### config.mk
export PLATFORM = sky130hd
export DESIGN_NAME = nrzi_rx_deserializer
export DESIGN_NICKNAME = d
export VERILOG_FILES = /design/src/rtl/nrzi_rx_deserializer.sv
export SDC_FILE = /design/constraint.sdc
export NUM_CORES = 1
export LEC_CHECK = 0
export ABC_AREA = 1
export BUFFER_PORTS_ARGS = -buffer_cell sky130_fd_sc_hd__buf_4
export CORE_AREA = 4 4 57 59
export CTS_BUF_LIST = sky130_fd_sc_hd__clkbuf_8 sky130_fd_sc_hd__clkbuf_16
export CTS_CLUSTER_DIAMETER = 80
export DETAILED_ROUTE_END_ITERATION = 6
export DIE_AREA = 0 0 61 63
export HOLD_SLACK_MARGIN = 0.08
export PLACE_DENSITY_LB_ADDON = 0.3
export SLEW_MARGIN = 20
export SYNTH_ARGS = -nofsm -noshare
export SYNTH_HDL_FRONTEND = slang
export SYNTH_SLANG_ARGS = --single-unit
### constraint.sdc
create_clock -name clk -period 1.7 [get_ports clk]
set_clock_uncertainty 0.2 [all_clocks]
set_input_delay 0.51 -clock clk [delete_from_list [all_inputs] [get_ports clk]]
set_output_delay 0.51 -clock clk [all_outputs]
set_load 0.01 [all_outputs]
### src/rtl/nrzi_rx_deserializer.sv
// NRZI receive decoder with bit-unstuffing, SE0 end-of-packet detection and LSB-first word assembly.
// Optional SYNC hunting before data assembly is enabled by defining NRZI_SYNC_DETECT_EN.
module nrzi_rx_deserializer #(
    parameter int   WORD_W      = 8,
    parameter int   STUFF_LIMIT = 6,
    parameter logic IDLE_LEVEL  = 1'b1
) (
    input  logic              clk,
    input  logic              RST,
    input  logic              bit_strobe,
    input  logic              start_decoding,
    input  logic              curr_bit,
    input  logic              se0,
    output logic [WORD_W-1:0] word_out,
    output logic              word_valid,
    output logic              eop,
    output logic              align_err,
    output logic              stuff_err,
    output logic              sync_found
);

    localparam int ONES_W = $clog2(STUFF_LIMIT + 1);
    localparam int BIT_W  = $clog2(WORD_W);

`ifdef NRZI_SYNC_DETECT_EN
    typedef enum logic [1:0] {IDLE, ACTIVE, ERROR, HUNT} state_t;
    localparam state_t AFTER_EOP = HUNT;
`else
    typedef enum logic [1:0] {IDLE, ACTIVE, ERROR} state_t;
    localparam state_t AFTER_EOP = ACTIVE;
`endif

    state_t              state_reg, state_next;
    logic                prev_bit_reg;
    logic [ONES_W-1:0]   ones_cnt_reg, ones_cnt_next;
    logic [BIT_W-1:0]    bit_cnt_reg, bit_cnt_next;
    logic [WORD_W-1:0]   shift_reg, shift_next;
    logic [WORD_W-1:0]   shift_ins;
    logic [WORD_W-1:0]   word_out_reg, word_out_next;
    logic                word_valid_reg, word_valid_next;
    logic                eop_reg, eop_next;
    logic                align_err_reg, align_err_next;
    logic                stuff_err_reg, stuff_err_next;
    logic                decoded;

    assign decoded = (curr_bit == prev_bit_reg);

    // Partial word with the current decoded bit dropped into slot bit_cnt.
    generate
        for (genvar gi = 0; gi < WORD_W; gi++) begin : g_ins
            assign shift_ins[gi] = (bit_cnt_reg == BIT_W'(gi)) ? decoded : shift_reg[gi];
        end
    endgenerate

`ifdef NRZI_SYNC_DETECT_EN
    logic [7:0] hist_reg, hist_next;
    logic [7:0] hist_shift;
    logic       sync_found_reg, sync_found_next;

    assign hist_shift = {hist_reg[6:0], decoded};
    assign sync_found = sync_found_reg;
`else
    assign sync_found = 1'b0;
`endif

    always_comb begin
        state_next      = state_reg;
        ones_cnt_next   = ones_cnt_reg;
        bit_cnt_next    = bit_cnt_reg;
        shift_next      = shift_reg;
        word_out_next   = word_out_reg;
        word_valid_next = 1'b0;
        eop_next        = 1'b0;
        align_err_next  = 1'b0;
        stuff_err_next  = 1'b0;
`ifdef NRZI_SYNC_DETECT_EN
        hist_next       = hist_reg;
        sync_found_next = 1'b0;
`endif
        if (!start_decoding) begin
            state_next    = IDLE;
            ones_cnt_next = '0;
            bit_cnt_next  = '0;
        end else begin
            case (state_reg)
                IDLE: begin
                    state_next    = AFTER_EOP;
                    ones_cnt_next = '0;
                    bit_cnt_next  = '0;
`ifdef NRZI_SYNC_DETECT_EN
                    hist_next     = '1;
`endif
                end
`ifdef NRZI_SYNC_DETECT_EN
                HUNT: begin
                    if (bit_strobe) begin
                        hist_next = hist_shift;
                        if (hist_shift == 8'h01) begin
                            sync_found_next = 1'b1;
                            ones_cnt_next   = ONES_W'(1);
                            bit_cnt_next    = '0;
                            state_next      = ACTIVE;
                        end
                    end
                end
`endif
                ACTIVE: begin
                    if (bit_strobe) begin
                        if (se0) begin
                            eop_next       = 1'b1;
                            align_err_next = (bit_cnt_reg != '0);
                            ones_cnt_next  = '0;
                            bit_cnt_next   = '0;
                            state_next     = AFTER_EOP;
`ifdef NRZI_SYNC_DETECT_EN
                            hist_next      = '1;
`endif
                        end else if (ones_cnt_reg == ONES_W'(STUFF_LIMIT)) begin
                            // This bit must be the stuffed 0; a 1 here is a violation.
                            ones_cnt_next = '0;
                            if (decoded) begin
                                stuff_err_next = 1'b1;
                                bit_cnt_next   = '0;
                                state_next     = ERROR;
                            end
                        end else begin
                            shift_next    = shift_ins;
                            ones_cnt_next = decoded ? ones_cnt_reg + 1'b1 : '0;
                            if (bit_cnt_reg == BIT_W'(WORD_W - 1)) begin
                                word_out_next   = shift_ins;
                                word_valid_next = 1'b1;
                                bit_cnt_next    = '0;
                            end else begin
                                bit_cnt_next = bit_cnt_reg + 1'b1;
                            end
                        end
                    end
                end
                ERROR: begin
                    if (bit_strobe && se0) begin
                        eop_next      = 1'b1;
                        ones_cnt_next = '0;
                        bit_cnt_next  = '0;
                        state_next    = AFTER_EOP;
`ifdef NRZI_SYNC_DETECT_EN
                        hist_next     = '1;
`endif
                    end
                end
                default: state_next = IDLE;
            endcase
        end
    end

    always_ff @(posedge clk) begin
        if (RST) begin
            state_reg      <= IDLE;
            prev_bit_reg   <= IDLE_LEVEL;
            ones_cnt_reg   <= '0;
            bit_cnt_reg    <= '0;
            shift_reg      <= '0;
            word_out_reg   <= '0;
            word_valid_reg <= 1'b0;
            eop_reg        <= 1'b0;
            align_err_reg  <= 1'b0;
            stuff_err_reg  <= 1'b0;
`ifdef NRZI_SYNC_DETECT_EN
            hist_reg       <= '1;
            sync_found_reg <= 1'b0;
`endif
        end else begin
            state_reg      <= state_next;
            // The line level is tracked on every strobe so the first active bit decodes correctly.
            if (bit_strobe) begin
                prev_bit_reg <= curr_bit;
            end
            ones_cnt_reg   <= ones_cnt_next;
            bit_cnt_reg    <= bit_cnt_next;
            shift_reg      <= shift_next;
            word_out_reg   <= word_out_next;
            word_valid_reg <= word_valid_next;
            eop_reg        <= eop_next;
            align_err_reg  <= align_err_next;
            stuff_err_reg  <= stuff_err_next;
`ifdef NRZI_SYNC_DETECT_EN
            hist_reg       <= hist_next;
            sync_found_reg <= sync_found_next;
`endif
        end
    end

    assign word_out   = word_out_reg;
    assign word_valid = word_valid_reg;
    assign eop        = eop_reg;
    assign align_err  = align_err_reg;
    assign stuff_err  = stuff_err_reg;

endmodule

==> Flow_metrics.wiki <==
{| class="wikitable"
! Metric !! Value
|-
| Run status || complete, no violations
|-
| Average via count per standard cell || 4.84
|-
| Final critical path time including I/O delays and setup || 1.60 ns
|-
| Max-capacitance violation count || 0
|-
| Pwr per Cell Area || 688 nW/um^2
|-
| Achievable Freq || 0.627 GHz
|-
| Post-place instance area || 1700 sq um
|-
| Master cell of the clock root buffer || sky130_fd_sc_hd__clkbuf_8
|-
| Part of the cycle the worst path needs || 0.939
|-
| Site row count || 19
|-
| Die area || 3840 sq um
|-
| Core area || 2710 sq um
|-
| Synth Area per Inst || 7.12 sq um
|-
| Antenna fix cells || 0
|-
| Number of search-and-repair iterations in the first detailed-routing pass || 4
|-
| Final Hold Viols || 0
|-
| Avg WL per Cell || 11.2 um
|-
| RD Place Congestion || 0.802
|-
| Finish-stage setup viols || 0
|-
| Wire length reported by the detailed router || 3010 um
|-
| Via count || 1307
|-
| Post-route cell area || 1850 sq um
|-
| Crit. Startpoint || bit_cnt_reg[0]$_SDFFE_PP0P_
|-
| Type of element launching the critical path || flop
|-
| CTS Buffer Depth || 2
|-
| Total power || 0.00127 W
|-
| Count of mapped cells out of synthesis || 202
|-
| First-pass GRT wire length || 5040 um
|-
| Most common cell after layout, fill and taps aside || sky130_fd_sc_hd__nand2_1
|-
| Hold_buf cts || 0
|-
| Final Max Slew Viols || 0
|-
| DRC || 0
|-
| Largest area contributor in the synthesized netlist || sky130_fd_sc_hd__dfxtp_1
|-
| Starting density of the core || 0.530
|-
| Ratio of cells with drive above 1 in the final layout || 0.268
|-
| Storage cell area || 563 sq um
|-
| Class of the worst hold path || flop to flop
|-
| Number of nets in the synthesized netlist || 220
|-
| Number of global-route vias before repair || 1188
|-
| Leftover overflow at the end of global routing || 0
|-
| Final worst slack || 0.104 ns
|-
| Commonest cells after routing, fill and taps aside || sky130_fd_sc_hd__nand2_1 (64), sky130_fd_sc_hd__buf_4 (32), sky130_fd_sc_hd__nor2_1 (27)
|-
| Critical path start-end classification || flop to flop
|-
| FF-to-FF Start || bit_cnt_reg[0]$_SDFFE_PP0P_
|-
| Worst slack after detailed placement || 0.00228 ns
|-
| Leading cell types by total area after synthesis || sky130_fd_sc_hd__dfxtp_1 (39%), sky130_fd_sc_hd__nand2_1 (17%), sky130_fd_sc_hd__ha_1 (10%)
|-
| Beginning of the worst hold path || word_out[1]$_SDFFE_PP0P_
|-
| Maximum number of pins on one net before global-route repair || 16
|-
| Worst EP arrival || 1.63 ns
|-
| Static leakage || 0.924 nW
|-
| Post-DRT Antenna Nets || 0
|-
| Number of buffer cells added on primary ports || 17
|-
| Overall track demand over capacity in global routing || 0.170
|-
| Total CTS buffers || 3
|-
| IR drop worst, VDD || 0.494 mV
|-
| Flip-flop count of the largest register, all copies and words added || 8
|-
| Area of the mapped netlist || 1440 sq um
|-
| Number of placed instances, taps included || 263
|-
| Number of top-level pins || 19
|-
| Kind of capture point of the worst setup path || flop
|-
| Y dimension of the die || 63 um
|-
| Clock transition time at the flip-flop clock pins of the worst setup and hold paths || 0.09 ns
|-
| Layout overhead on the synthesized area || 28.4%
|-
| Number of fill cells in the layout || 227
|-
| Number of distinct library cells after synthesis || 23
|-
| Sequential cell area fraction in the yosys report || 0.390
|-
| Clock sink count || 28
|-
| Placed wire-length estimate || 2220 um
|-
| FF+latch count, synth || 28
|-
| Horizontal die dimension || 61 um
|-
| Antenna violations before repair || 0
|-
| Area share of the largest cell type after synthesis || 0.390
|-
| Worst Path Required || 1.73 ns
|-
| TritonCTS clock tree || yes
|-
| Fin nets || 258
|-
| Area of the multi-input gates || 843 sq um
|-
| Non-filler instance count after layout || 270
|-
| Warnings from Yosys || 0
|-
| Crit path max fanout || 5
|-
| Later-pin clock latency in the skew report || 0.28 ns
|-
| 1st-iter DRT viols || 46
|-
| Fin util || 0.681
|-
| H-tree levels || 1
|}
Yosys cell counts:
library cell,number
sky130_fd_sc_hd__buf_2,1
sky130_fd_sc_hd__nor2_1,28
sky130_fd_sc_hd__nand2_4,1
sky130_fd_sc_hd__conb_1,1
sky130_fd_sc_hd__nor3_1,3
sky130_fd_sc_hd__a21oi_2,1
sky130_fd_sc_hd__nand3_1,6
sky130_fd_sc_hd__nor2_4,3
sky130_fd_sc_hd__inv_1,15
sky130_fd_sc_hd__or2_0,1
sky130_fd_sc_hd__buf_4,1
sky130_fd_sc_hd__nand3_2,1
sky130_fd_sc_hd__nor3_4,1
sky130_fd_sc_hd__inv_2,4
sky130_fd_sc_hd__nand3b_1,1
sky130_fd_sc_hd__ha_1,12
sky130_fd_sc_hd__dfxtp_1,28
sky130_fd_sc_hd__nor4_1,1
sky130_fd_sc_hd__o21ai_0,16
sky130_fd_sc_hd__nand4_1,1
sky130_fd_sc_hd__a21oi_1,6
sky130_fd_sc_hd__nand2_2,4
sky130_fd_sc_hd__nand2_1,66
kinds of logic after synthesis:
kind of cell,count (synthesis),synth area share
AO/OA/AOI/OAI,23,0.0827
buffers and inverters,21,0.0583
other,1,0.00261
adder cells (fa/ha/maj),12,0.104
AND/OR/NAND/NOR,117,0.362
flip-flops,28,0.390
worst paths after layout:
| check | endpoint | slack, ns | cells after the start |
|---|---|---|---|
| worst max-delay path | word_out[5]$_SDFFE_PP0P_ | 0.10 | 7 |
| worst min register to register | word_out[1]$_SDFFE_PP0P_ | 0.25 | 2 |
| worst min-delay path | word_out[1]$_SDFFE_PP0P_ | 0.25 | 2 |
| worst max register to register | word_out[5]$_SDFFE_PP0P_ | 0.10 | 7 |
critical path: stages, from the launching register on:
cell	delay, ns
sky130_fd_sc_hd__dfxtp_1	0.35
sky130_fd_sc_hd__ha_1	0.17
sky130_fd_sc_hd__ha_2	0.23
sky130_fd_sc_hd__inv_1	0.09
sky130_fd_sc_hd__nor3_4	0.24
sky130_fd_sc_hd__buf_6	0.15
sky130_fd_sc_hd__nand2_1	0.05
sky130_fd_sc_hd__nand2_1	0.06
routing by layer:
layer | track usage | wire length, um | up-vias
li1 | - | - | 706
met1 | 0.237 | 1420 | 566
met2 | 0.250 | 1420 | 30
met3 | 0.0248 | 124 | 5
met4 | 0.0813 | 55 | 0
met5 | 0 | 0 | -
power by group:
| part | internal, W | switching [W] |
|---|---|---|
| logic | 0.0000720 | 0.000107 |
| registers | 0.000668 | 0.00000852 |
| clock network | 0.000208 | 0.000207 |
repair_timing:
action / 4_1_cts / 5_1_grt
cloned: 0 / 1
pin swaps: 1 / 4
gates resized for setup: 1 / 19
setup endpoints to repair: 8 / 22
buffers inserted: 1 / 1
metrics by stage:
| step | hold WS (ns) | TNS [ns] |
|---|---|---|
| 6_report | 0.247 | 0 |
| 5_1_grt | 0.260 | -0.0268 |
| 4_1_cts | 0.252 | 0 |
| 3_5_place_dp | 0.235 | 0 |
| 3_3_place_gp | 0.230 | 0 |
| 2_1_floorplan | 0.252 | 0 |
layout make-up:
class	instances	share of cell area
repair buffers	35	0.148
well taps	31	0.0210
clock buffers	4	0.0298
multi-input cells	153	0.457
inverters	19	0.0386
flip-flops and latches	28	0.305
No activity file was read; power rests on OpenSTA's default activity.
